`config.mk`:
```
export PLATFORM = sky130hd
export DESIGN_NAME = register_file
export DESIGN_NICKNAME = d
export VERILOG_FILES = /design/src/rtl/register_file_pkg.sv /design/src/rtl/register_file_soft_rst.sv /design/src/rtl/register_file.sv
export SDC_FILE = /design/constraint.sdc
export NUM_CORES = 1
export LEC_CHECK = 0
export ABC_AREA = 1
export CAP_MARGIN = 20
export CORE_MARGIN = 3
export CORE_UTILIZATION = 49
export CTS_CLUSTER_SIZE = 20
export DETAILED_ROUTE_END_ITERATION = 12
export MAX_ROUTING_LAYER = met4
export PLACE_DENSITY = 0.8
export SETUP_SLACK_MARGIN = 0.2
export SYNTH_ARGS = -nofsm -noshare
export SYNTH_HDL_FRONTEND = slang
export SYNTH_SLANG_ARGS = --single-unit
```
`constraint.sdc`:
```
create_clock -name clk -period 1.7 [get_ports clk]
set_input_delay 0.255 -clock clk [delete_from_list [all_inputs] [get_ports clk]]
set_output_delay 0.255 -clock clk [all_outputs]
set_load 0.01 [all_outputs]
```
`src/rtl/register_file_pkg.sv`:
```
// Shared command-word layout and opcode map for the MicroBlaze <-> DSP register file.
package register_file_pkg;

    localparam int CMD_W   = 32;
    localparam int OPC_MSB = 31;
    localparam int OPC_LSB = 24;
    localparam int STB_BIT = 23;
    localparam int DATA_W  = 23;

    typedef enum logic [7:0] {
        OP_NOP       = 8'h00,
        OP_SOFT_RST  = 8'h01,
        OP_TX_EN     = 8'h02,
        OP_RX_EN     = 8'h03,
        OP_PHASE     = 8'h04,
        OP_BER_LATCH = 8'h05,
        OP_RD_ERR_LO = 8'h06,
        OP_RD_ERR_HI = 8'h07,
        OP_RD_BIT_LO = 8'h08,
        OP_RD_BIT_HI = 8'h09,
        OP_LOG_START = 8'h0A,
        OP_RD_STATUS = 8'h0B
    } opcode_e;

    typedef struct packed {
        logic [OPC_MSB-OPC_LSB:0] op;
        logic                     strobe;
        logic [DATA_W-1:0]        data;
    } cmd_t;

    function automatic logic is_read(input opcode_e op);
        return op inside {OP_RD_ERR_LO, OP_RD_ERR_HI, OP_RD_BIT_LO, OP_RD_BIT_HI, OP_RD_STATUS};
    endfunction

endpackage

```
`src/rtl/register_file_soft_rst.sv`:
```
// Counter-based stretcher: one start request yields an active-low pulse of CYCLES clocks.
module soft_rst_gen #(
    parameter int CYCLES = 16
)(
    input  logic clk,
    input  logic rst,
    input  logic start,
    output logic soft_rst_n,
    output logic done
);

    localparam int CW = (CYCLES > 1) ? $clog2(CYCLES) : 1;

    logic [CW-1:0] cnt;

    always_ff @(posedge clk) begin
        if (!rst) begin
            soft_rst_n <= 1'b1;
            cnt        <= '0;
        end else if (start && soft_rst_n) begin
            soft_rst_n <= 1'b0;
            cnt        <= CW'(CYCLES - 1);
        end else if (!soft_rst_n) begin
            if (cnt == '0)
                soft_rst_n <= 1'b1;
            else
                cnt <= cnt - 1'b1;
        end
    end

    // High on the last low clock, so the owner FSM leaves SRST as the pulse ends.
    assign done = !soft_rst_n && (cnt == '0);

endmodule

```
`src/rtl/register_file.sv`:
```
// GPIO command decoder: strobe-edge commands from MicroBlaze drive DSP controls and BER read-back.
module register_file
    import register_file_pkg::*;
#(
    parameter int NB_GPIOS        = 32,
    parameter int NB_COUNTER      = 64,
    parameter int NB_PHASE        = 2,
    parameter int SOFT_RST_CYCLES = 16
)(
    input  logic                  clk,
    input  logic                  rst,
    input  logic [NB_GPIOS-1:0]   i_gpo,
    output logic [NB_GPIOS-1:0]   o_gpi,
    input  logic [NB_COUNTER-1:0] i_err_cnt,
    input  logic [NB_COUNTER-1:0] i_bit_cnt,
    input  logic                  i_log_full,
    output logic                  o_tx_en,
    output logic                  o_rx_en,
    output logic [NB_PHASE-1:0]   o_phase,
    output logic                  o_log_start,
    output logic                  o_soft_rst_n
);

    localparam logic [0:0] ST_IDLE = 1'b0;
    localparam logic [0:0] ST_SRST = 1'b1;

    cmd_t                  gpo_q;
    logic [1:0]            vld_pipe;
    logic                  stb_prev;
    opcode_e               cmd_op;
    logic [DATA_W-1:0]     cmd_data;
    logic [0:0]            state;
    logic                  exec;
    logic                  srst_start;
    logic                  srst_done;
    logic [NB_COUNTER-1:0] err_snap;
    logic [NB_COUNTER-1:0] bit_snap;
    logic [63:0]           err_w;
    logic [63:0]           bit_w;
    logic [NB_GPIOS-1:0]   rd_data;
    logic                  unused_data;

    // vld_pipe[0] marks gpo_q as a real sample (not the reset value), so a strobe
    // already high at reset release reads as "previously high" and never fires.
    always_ff @(posedge clk) begin
        if (!rst) begin
            gpo_q    <= '0;
            vld_pipe <= '0;
            stb_prev <= 1'b1;
            cmd_op   <= OP_NOP;
            cmd_data <= '0;
        end else begin
            gpo_q       <= cmd_t'(i_gpo[CMD_W-1:0]);
            vld_pipe[0] <= 1'b1;
            stb_prev    <= gpo_q.strobe | ~vld_pipe[0];
            vld_pipe[1] <= vld_pipe[0] & gpo_q.strobe & ~stb_prev;
            cmd_op      <= opcode_e'(gpo_q.op);
            cmd_data    <= gpo_q.data;
        end
    end

    assign exec        = vld_pipe[1] && (state == ST_IDLE);
    assign srst_start  = exec && (cmd_op == OP_SOFT_RST);
    assign err_w       = 64'(err_snap);
    assign bit_w       = 64'(bit_snap);
    assign unused_data = ^cmd_data;

    always_comb begin
        rd_data = '0;
        case (cmd_op)
            OP_RD_ERR_LO: rd_data = NB_GPIOS'(err_w[31:0]);
            OP_RD_ERR_HI: rd_data = NB_GPIOS'(err_w[63:32]);
            OP_RD_BIT_LO: rd_data = NB_GPIOS'(bit_w[31:0]);
            OP_RD_BIT_HI: rd_data = NB_GPIOS'(bit_w[63:32]);
            OP_RD_STATUS: rd_data = NB_GPIOS'(i_log_full);
            default:      rd_data = '0;
        endcase
    end

    // Commands landing while in SRST are simply dropped; edge tracking above keeps running.
    always_ff @(posedge clk) begin
        if (!rst) begin
            state       <= ST_IDLE;
            o_gpi       <= '0;
            o_tx_en     <= 1'b0;
            o_rx_en     <= 1'b0;
            o_phase     <= '0;
            o_log_start <= 1'b0;
            err_snap    <= '0;
            bit_snap    <= '0;
        end else begin
            o_log_start <= 1'b0;
            if (state == ST_SRST) begin
                if (srst_done)
                    state <= ST_IDLE;
            end else if (exec) begin
                if (is_read(cmd_op))
                    o_gpi <= rd_data;
                case (cmd_op)
                    OP_SOFT_RST: begin
                        state   <= ST_SRST;
                        o_tx_en <= 1'b0;
                        o_rx_en <= 1'b0;
                        o_phase <= '0;
                    end
                    OP_TX_EN:     o_tx_en <= cmd_data[0];
                    OP_RX_EN:     o_rx_en <= cmd_data[0];
                    OP_PHASE:     o_phase <= cmd_data[NB_PHASE-1:0];
                    OP_BER_LATCH: begin
                        err_snap <= i_err_cnt;
                        bit_snap <= i_bit_cnt;
                    end
                    OP_LOG_START: o_log_start <= 1'b1;
                    default: ;
                endcase
            end
        end
    end

    soft_rst_gen #(
        .CYCLES(SOFT_RST_CYCLES)
    ) u_soft_rst (
        .clk        (clk),
        .rst        (rst),
        .start      (srst_start),
        .soft_rst_n (o_soft_rst_n),
        .done       (srst_done)
    );

endmodule
```
## Word-level counts from Yosys, hierarchy flattened

Cells that the tools add are included.

| word-level totals | value |
|---|---|
| register bits | 195 |
| output and inout port bits | 38 |
| logic and storage cells | 73 |

| cells by class | value |
|---|---|
| add/subtract/negate cells | 1 |
| equal/unequal tests | 13 |
| muxes and demuxes | 16 |
| bitwise operators | 8 |
| reduce and logical (&&, ||, !) cells | 17 |

Operators by type and width:

| kind | number |
|---|---|
| one-hot mux 32 bit (5 select lines) | 1 |
| equality test 8 x 3 -> 1 bit (second input constant) | 4 |
| equality test 8 x 4 -> 1 bit (second input constant) | 4 |
| equality test 8 x 2 -> 1 bit (second input constant) | 2 |
| AND reduction 3 bit | 5 |
| two-way mux 4 bit | 3 |
| two-way mux 1 bit | 9 |
| equality test 8 x 1 -> 1 bit (second input constant) | 1 |
| nonzero test 2 bit | 3 |
| inverter 1 bit | 5 |
| nonzero test 5 bit | 1 |
| logical AND 1 bit | 4 |
| logical NOT 4 bit | 1 |
| one-hot mux 1 bit (2 select lines) | 2 |
| one-hot mux 2 bit (2 select lines) | 1 |
| subtractor 4 x 1 -> 4 bit (second input constant) | 1 |
| OR reduction 3 bit | 1 |
| bitwise AND 1 bit | 2 |
| inequality test 2 x 1 -> 1 bit (second input constant) | 1 |
| inequality test 2 bit (second input constant) | 1 |
| AND reduction 2 bit | 1 |
| logical NOT 1 bit | 1 |
| OR 1 bit | 1 |

## Logic depth before layout (Yosys ltp)

Gate-level depths: netlist (run 1).

| logic depth | value |
|---|---|
| depth after elaboration | 6 |
| depth in mapped cells | 11 |
| mapped depth without buffers | 10 |

## Hierarchy

A second synthesis (run 1) with hierarchy kept.

| second synthesis, totals | value |
|---|---|
| cell total of the unflattened synthesis | 1114 |
| area, all modules | 8011.4 um^2 |

By module, submodules not included:

| module | instances | cells each | area an instance (um^2) |
|---|---|---|---|
| register_file | 1 | 1075 | 7728.7 |
| soft_rst_gen | 1 | 39 | 282.8 |

## Worst setup path after synthesis (run 1)

Ideal clock, no wire load.

| timing path | value |
|---|---|
| path type | reg2reg |
| start | reg cmd_op[3] |
| end | reg o_gpi[0] |
| library setup time | 0.113 ns |
| data arrival time | 1.247 ns |
| slack | 0.340 ns |
| cell stages (with the launch flop) | 11 |
| cell sequence | dfxtp_1 inv_2 nor2_4 nand2_1 nor2_2 nor2_1 nand3_1 nand2_2 buf_4 nor2_1 nor2_1 |

| between the ends | value |
|---|---|
| longest elaborated chain between the ends | 3 |
| elaborated cells on any way between the ends | 8 |
| classes of those cells | 5 x eq/ne; 1 x mux; 2 x reduce/logical |

Ends and longest elaborated chain:

| what | RTL line | source |
|---|---|---|
| from (decl) | register_file.sv:30 | `opcode_e cmd_op;` |
| from (signal assigned) | register_file.sv:57 | `cmd_op <= opcode_e'(gpo_q.op);` |
| equality test 8 x 3 -> 1 bit or equality test 8 x 4 -> 1 bit (tied branches) | register_file_pkg.sv:32, register_file.sv:70 |  |
| nonzero test 5 bit | register_file_pkg.sv:32 | `return op inside {OP_RD_ERR_LO, OP_RD_ERR_HI, OP_RD_BIT_LO, OP_RD_BIT_HI, OP_RD_STATUS};` |
| AND reduction 3 bit (no line) | - |  |
| to (signal assigned) | register_file.sv:98 | `o_gpi <= rd_data;` |
| to (decl) | register_file.sv:13 | `output logic [NB_GPIOS-1:0] o_gpi,` |

Parallel ways exist; a longest one is shown, timed or not.
A chain may end at the register's enable or synchronous reset.

## Final worst setup path (run 1)

| timing path | value |
|---|---|
| start | reg cmd_op[4] |
| end | reg bit_snap[56] |

| between the ends | value |
|---|---|
| longest elaborated chain between the ends | 2 |

Ends and longest elaborated chain:

| what | RTL line | source |
|---|---|---|
| equality test 8 x 3 -> 1 bit | register_file.sv:99 | `case (cmd_op)` |
| AND reduction 3 bit (no line) | - |  |
| to (signal assigned) | register_file.sv:111 | `bit_snap <= i_bit_cnt;` |
| to (decl) | register_file.sv:37 | `logic [NB_COUNTER-1:0] bit_snap;` |

Every way passes these cells.

==> results of run 1 <==
[through the flow]
stage	utilization (%)	instance area, sq um	power (mW)
6_report	76.26	11770	9.469
5_1_grt	76.26	11770	9.713
4_1_cts	72.66	11210	9.379
3_5_place_dp	64.57	9961	5.340
3_3_place_gp	64.57	9961	5.340
2_1_floorplan	-	7859	4.921
[what timing repair did]
| action | CTS | global route |
|---|---|---|
| cloned | 12 | 15 |
| setup buffers | 15 | 5 |
| pin swaps | 11 | 46 |
| gates resized for setup | 129 | 119 |
| endpoints found under the setup margin | 199 | 167 |
[cell families after synthesis]
| family | share of synthesized area, % |
|---|---|
| AOI/OAI and AO/OA | 9.362 |
| xor gates and xnor gates | 0.2229 |
| adders and majority gates | 0.3184 |
| buffers and inverters | 7.944 |
| DFF | 49.67 |
| and+or+nand+nor | 32.48 |
[critical path: cells and delay by family (launching register included)]
kind,cells,cell delay (ps)
flip-flops,1,330
AO/OA/AOI/OAI,1,260
buffers and inverters,2,350
AND/OR/NAND/NOR,5,580
[state kept, by name, indices dropped and copies added (netlist names), 2 cells and up]
name	flops
bit_snap	64
cmd_data	2
cmd_op	8
err_snap	64
gpo_q	11
o_gpi	32
o_phase	2
u_soft_rst.cnt	4
vld_pipe	2
[report_power, final]
part	internal, mW	switching [mW]
Sequential	4.59	0.0157
Combinational	0.438	0.346
Clock	2.30	1.78
[routing by layer]
metal | vias up | wire length, um | share of wire (%)
li1 | 3953 | - | -
met1 | 3896 | 10790 | 40
met2 | 430 | 12920 | 48
met3 | 82 | 2477 | 9.2
met4 | 0 | 870 | 3.2
met5 | - | 0 | 0
[synth_stat cells, types with 3 or more instances]
cell type  number
inv_1          74
nand4_1        32
nand2_1       169
nor2_2          3
o21ai_1         4
buf_2          33
inv_2           4
dfxtp_1       195
buf_4           3
clkbuf_1       36
a21oi_1         4
nand3_1        75
nor2_1        340
o21ai_0       133
[cells in the final DEF (no fill, tap or decap), drive strengths merged, types with 2 or more instances in the layout]
cell type / Yosys / final
a21oi: 4 / 4
buf: 37 / 61
bufinv: 0 / 2
clkbuf: 37 / 32
clkdlybuf4s50: 0 / 140
clkinv: 0 / 3
clkinvlp: 0 / 3
dfxtp: 195 / 195
dlygate4sd2: 0 / 38
ha: 2 / 2
inv: 78 / 81
nand2: 171 / 172
nand3: 75 / 75
nand4: 32 / 32
nor2: 344 / 344
nor3: 2 / 2
o21a: 2 / 2
o21ai: 137 / 137
[path summary, 6_finish.rpt]
path / from / endpoint / slack (ps) / depth (start not counted)
max: cmd_op[4] / bit_snap[56] / 10 / 8
min: rst / vld_pipe[0] / 180 / 1
max reg2reg: cmd_op[4] / bit_snap[56] / 10 / 8
min reg2reg: stb_prev / vld_pipe[1] / 400 / 1
[layout make-up]
type                    instances  area [sq um]
clock inverters                10         122.6
fillers                      1099          3662
multi-input cells             776          3680
well taps                     211         264.0
repair inverters                1         11.26
diodes                          1         2.502
repair buffers                249          2978
clock buffers                  22         474.2
inverters                      78         314.1
flip-flops and latches        195          3919
==> metrics, run 1 <==
most used cell along the critical path=nor2_4; placed insts=1463; DP HPWL=13.49 mm; fmax=593.2 MHz; final period utilization=99.16%; WL per Instance=17.54 um; worst slew pin tran=429.6 ps; Synth area leader=dfxtp_1; clk buf depth=2; max_slew headroom=71.36%; num rows=45; CTS tree=built; Setup WS pre-CTS=75.71 ps; GRT busiest layer=met2; synthesis-to-layout area growth=49.71%; Final GP Congestion=0.8229; Pwr per Cell Area=804.9 mW/mm^2; Crit Path Category=reg -> reg; number of global-route vias before repair=7642; Post-CTS Hold Buffers=0; Synth top area share=49.67%; Syn Nets=1287; Reg clk slew, reported paths=70 ps; Die Height=132.6 um; vias per cell=5.419; Hold Path Class=in -> reg; Post-synth EDFFs=0; antenna viol nets, final=0; met2 Resource Use GR=45.97%; RSZ-0062 raised after global routing=true; Crit Path Max Fanout=25; Cell Area, Synth=0.007859 sq mm; fin nets=1483; final-report hold violation count=0; clock sinks=195; met1 usage=34.20%; grt total ovfl=0; Worst Path Required=2020 ps; clk_skew=5.304 ps; Finished Layout Cells=1543; Die W=132.6 um; initial DRC count=843; drt drc=0; Final min period=1686 ps; pin count of the biggest net entering global routing=59; VDD IR max=0.7397 mV; CTS root buffer=clkbuf_16; share of layout cells above drive strength 1=14.88%; first-pass GRT wire length=38.27 mm; Syn Area/Cell=7.004 sq um; CP Launch Type=flop; Leak=5.083 nW; drt pass-1 iters=6; Total Routing Usage GR=27.92%; Worst Path Arrival=2000 ps; Slew Limit Fails=0; H-tree Lvls=4; Netlist cell types=27; Slowest-stage cell, CP=dfxtp_2; setup TNS=0 ps; Core ar.=0.01543 sq mm; grt met3 use=6.160%; Worst Hold Slack=179.3 ps; Seq cells post-synth=195; DR vias=8361; max incr delay on CP=330 ps; port bufs=179; synth warn=0; die area=0.01759 sq mm; Seq/Total Area, Yosys=49.67%; Max Cap Viol=0; Final setup violation count=0; starting density of the core=50.94%; crit path cell chain=nor2_4 -> nand2_4 -> nor2_4 -> buf_6 -> nand2_8 -> buf_16 -> o21ai_0 -> nor2_1; top cells by area, synth=dfxtp_1 50%, nor2_1 16%, o21ai_0 8.5%; asr flop ratio synth=0%; Top Ports=201; Clock Latency Late Sink=430 ps; number of antenna violations at the first check in global routing=1; Syn Inst Count=1122; Setup crit end kind=flop; final setup margin=14.30 ps; final wirelength=27.06 mm; number of buffers created by CTS=17; dominant synthesized flop cell=dfxtp_1; status=finished clean
Note: power is estimated with default switching activity, not from simulation.
==> run 2: changes to the inputs <==
==> constraint.sdc (replaced) <==
create_clock -name clk -period 1.8 [get_ports clk]
set_input_delay 0.27 -clock clk [delete_from_list [all_inputs] [get_ports clk]]
set_output_delay 0.27 -clock clk [all_outputs]
set_load 0.01 [all_outputs]
==> metrics, run 2 (synthesis gave the netlist of run 1 again) <==
die area=0.01759 sq mm; synthesis-to-layout area growth=39.68%; Setup crit end kind=flop; Die W=132.6 um; reg2reg setup slack=160 ps; Final setup violation count=0; final period utilization=91.18%; fmax=609.3 MHz; clock sinks=195; clk buf depth=2; Post-CTS Hold Buffers=0; final wirelength=23.51 mm; max_slew headroom=76.18%; Regs by FF count=bit_snap (64), err_snap (64), o_gpi (32); CP Buf/Inv Count=4; WP depth=12; FILL cells=1245; H-tree Lvls=4; num rows=45; vias per cell=5.143; Worst Path Arrival=2010 ps; RSZ-0062 raised after global routing=true; setup TNS=0 ps; Leak=4.951 nW; register area=0.003914 sq mm; Reg clk slew, reported paths=70 ps; Crit Path Category=reg -> reg; port bufs=179; VDD IR max=0.6675 mV; share of layout cells above drive strength 1=7.966%; CTS root buffer=clkbuf_16; Die Height=132.6 um; most frequent cells in the layout=330 x nor2_1, 189 x dfxtp_1, 158 x nand2_1; R2R depth=12; first-pass GRT wire length=33.27 mm; family with the most delay on the worst path=simple AND/OR/NAND/NOR gates; clk_skew=14.88 ps; Final Cell Area=0.01098 sq mm; max incr delay on CP=330 ps; DP HPWL=13.02 mm; Slowest-stage cell, CP=dfxtp_2; crit path cell chain=inv_2 -> nor2_4 -> nand2_1 -> nor2_4 -> buf_4 -> buf_12 -> nand2_1 -> nand2_1 -> inv_1 -> nand3_1 -> nor2_1 -> nor2_1; Final min period=1641 ps; Worst Path Required=2170 ps; status=finished clean; Pwr per Cell Area=789.2 mW/mm^2; multi-input logic area=0.003480 sq mm; number of global-route vias before repair=6897; fin nets=1446; CP Launch Type=flop; grt total ovfl=0; WL per Instance=15.60 um; number of antenna violations at the first check in global routing=3; worst slew pin tran=357.4 ps; placed cell area=0.009863 sq mm; Core ar.=0.01543 sq mm; hold path cells=1; Worst Hold Slack=99.33 ps; commonest non-fill, non-tap cell in the layout=nor2_1; Final GP Congestion=0.8661; number of buffers created by CTS=17; Hold Path Class=in -> reg; drt pass-1 iters=5; Crit Path Max Fanout=31; Total Routing Usage GR=23.78%; initial DRC count=569; final-report hold violation count=0; most used cell along the critical path=nand2_1; Slew Limit Fails=0; Top Ports=201; starting density of the core=50.94%; drt drc=0; CTS tree=built; DR vias=7751; pin count of the biggest net entering global routing=72; antenna viol nets, final=0; Max Cap Viol=0; Clock Latency Late Sink=430 ps
run 2: changes by cell type in the layout (fill, tap and decap cells not counted), moves of 12 or more:
| cell | before | now |
|---|---|---|
| dlygate4sd2_1 | 38 | 13 |
| dlymetal6s2s_1 | 0 | 21 |
| nor2_1 | 284 | 330 |
| nor2_2 | 38 | 4 |
| nor2_4 | 22 | 10 |
| o21ai_0 | 68 | 123 |
| o21ai_1 | 64 | 13 |
run 2: worst paths after layout:
path              startpoint           to
setup / recovery   cmd_op[3]     o_gpi[0]
hold / removal           rst  vld_pipe[0]
setup reg to reg   cmd_op[3]     o_gpi[0]
hold reg to reg     stb_prev  vld_pipe[1]
run 2: area by class of cell:
cell class              count  area share, %
clock buffers              21          4.103
multi-input cells         775          31.70
repair buffers            214          22.26
well taps                 211          2.405
diodes                      3        0.06839
inverters                  78          2.804
flip-flops and latches    195          35.65
clock inverters            10          1.003
run 2: what timing repair did:
| action | 4_1_cts | 5_1_grt |
|---|---|---|
| pin swaps | 0 | 17 |
| endpoints found under the hold margin | 0 | 0 |
| gates resized for setup | 19 | 77 |
| endpoints found under the setup margin | 54 | 183 |
| setup buffers | 0 | 6 |
| gates cloned | 0 | 12 |
run 2: worst reg2reg max path, stage by stage, from the launching register on:
cell and delay, ps:
dfxtp_2 330, inv_2 50, nor2_4 160, nand2_1 110
nor2_4 140, buf_4 130, buf_12 190, nand2_1 110
nand2_1 70, inv_1 40, nand3_1 100, nor2_1 60
nor2_1 80
run 2: where the power goes:
group	leakage [nW]	switching [mW]	total (mW)	internal, mW
clock network	0.276	1.59	3.65	2.07
logic	3.10	0.286	0.657	0.371
registers	1.58	0.0131	4.35	4.34
run 2: per-stage QoR:
| stage | total power, mW | instances | setup slack, ps | utilization [%] |
|---|---|---|---|---|
| 2_1_floorplan | 4.647 | 1122 | 440.1 | - |
| 3_3_place_gp | 5.041 | 1455 | 175.1 | 63.93 |
| 3_5_place_dp | 5.042 | 1455 | 151.2 | 63.93 |
| 4_1_cts | 8.652 | 1486 | 200.2 | 67.51 |
| 5_1_grt | 8.922 | 1507 | 54.77 | 71.15 |
| 6_report | 8.663 | 1507 | 158.8 | 71.15 |
run 2: layer usage:
layer | global-route usage (%) | routed length (um) | vias to the layer above | part of all wire (%)
li1 | - | - | 3869 | -
met3 | 5.779 | 1815 | 50 | 7.7
met5 | - | 0 | - | 0
met2 | 38.71 | 11310 | 320 | 48
met1 | 29.01 | 9671 | 3512 | 41
met4 | 8.141 | 714 | 0 | 3.0
==> run 3: changes to the inputs <==
--- a/config.mk
+++ b/config.mk
@@ -11,9 +11,11 @@
 export CORE_UTILIZATION = 49
 export CTS_CLUSTER_SIZE = 20
 export DETAILED_ROUTE_END_ITERATION = 12
+export GPL_ROUTABILITY_DRIVEN = 0
 export MAX_ROUTING_LAYER = met4
 export PLACE_DENSITY = 0.8
 export SETUP_SLACK_MARGIN = 0.2
+export SKIP_LAST_GASP = 1
 export SYNTH_ARGS = -nofsm -noshare
 export SYNTH_HDL_FRONTEND = slang
 export SYNTH_SLANG_ARGS = --single-unit
==> results of run 3 <==
The final DEF is identical to that of run 2; final timing and power are the same.
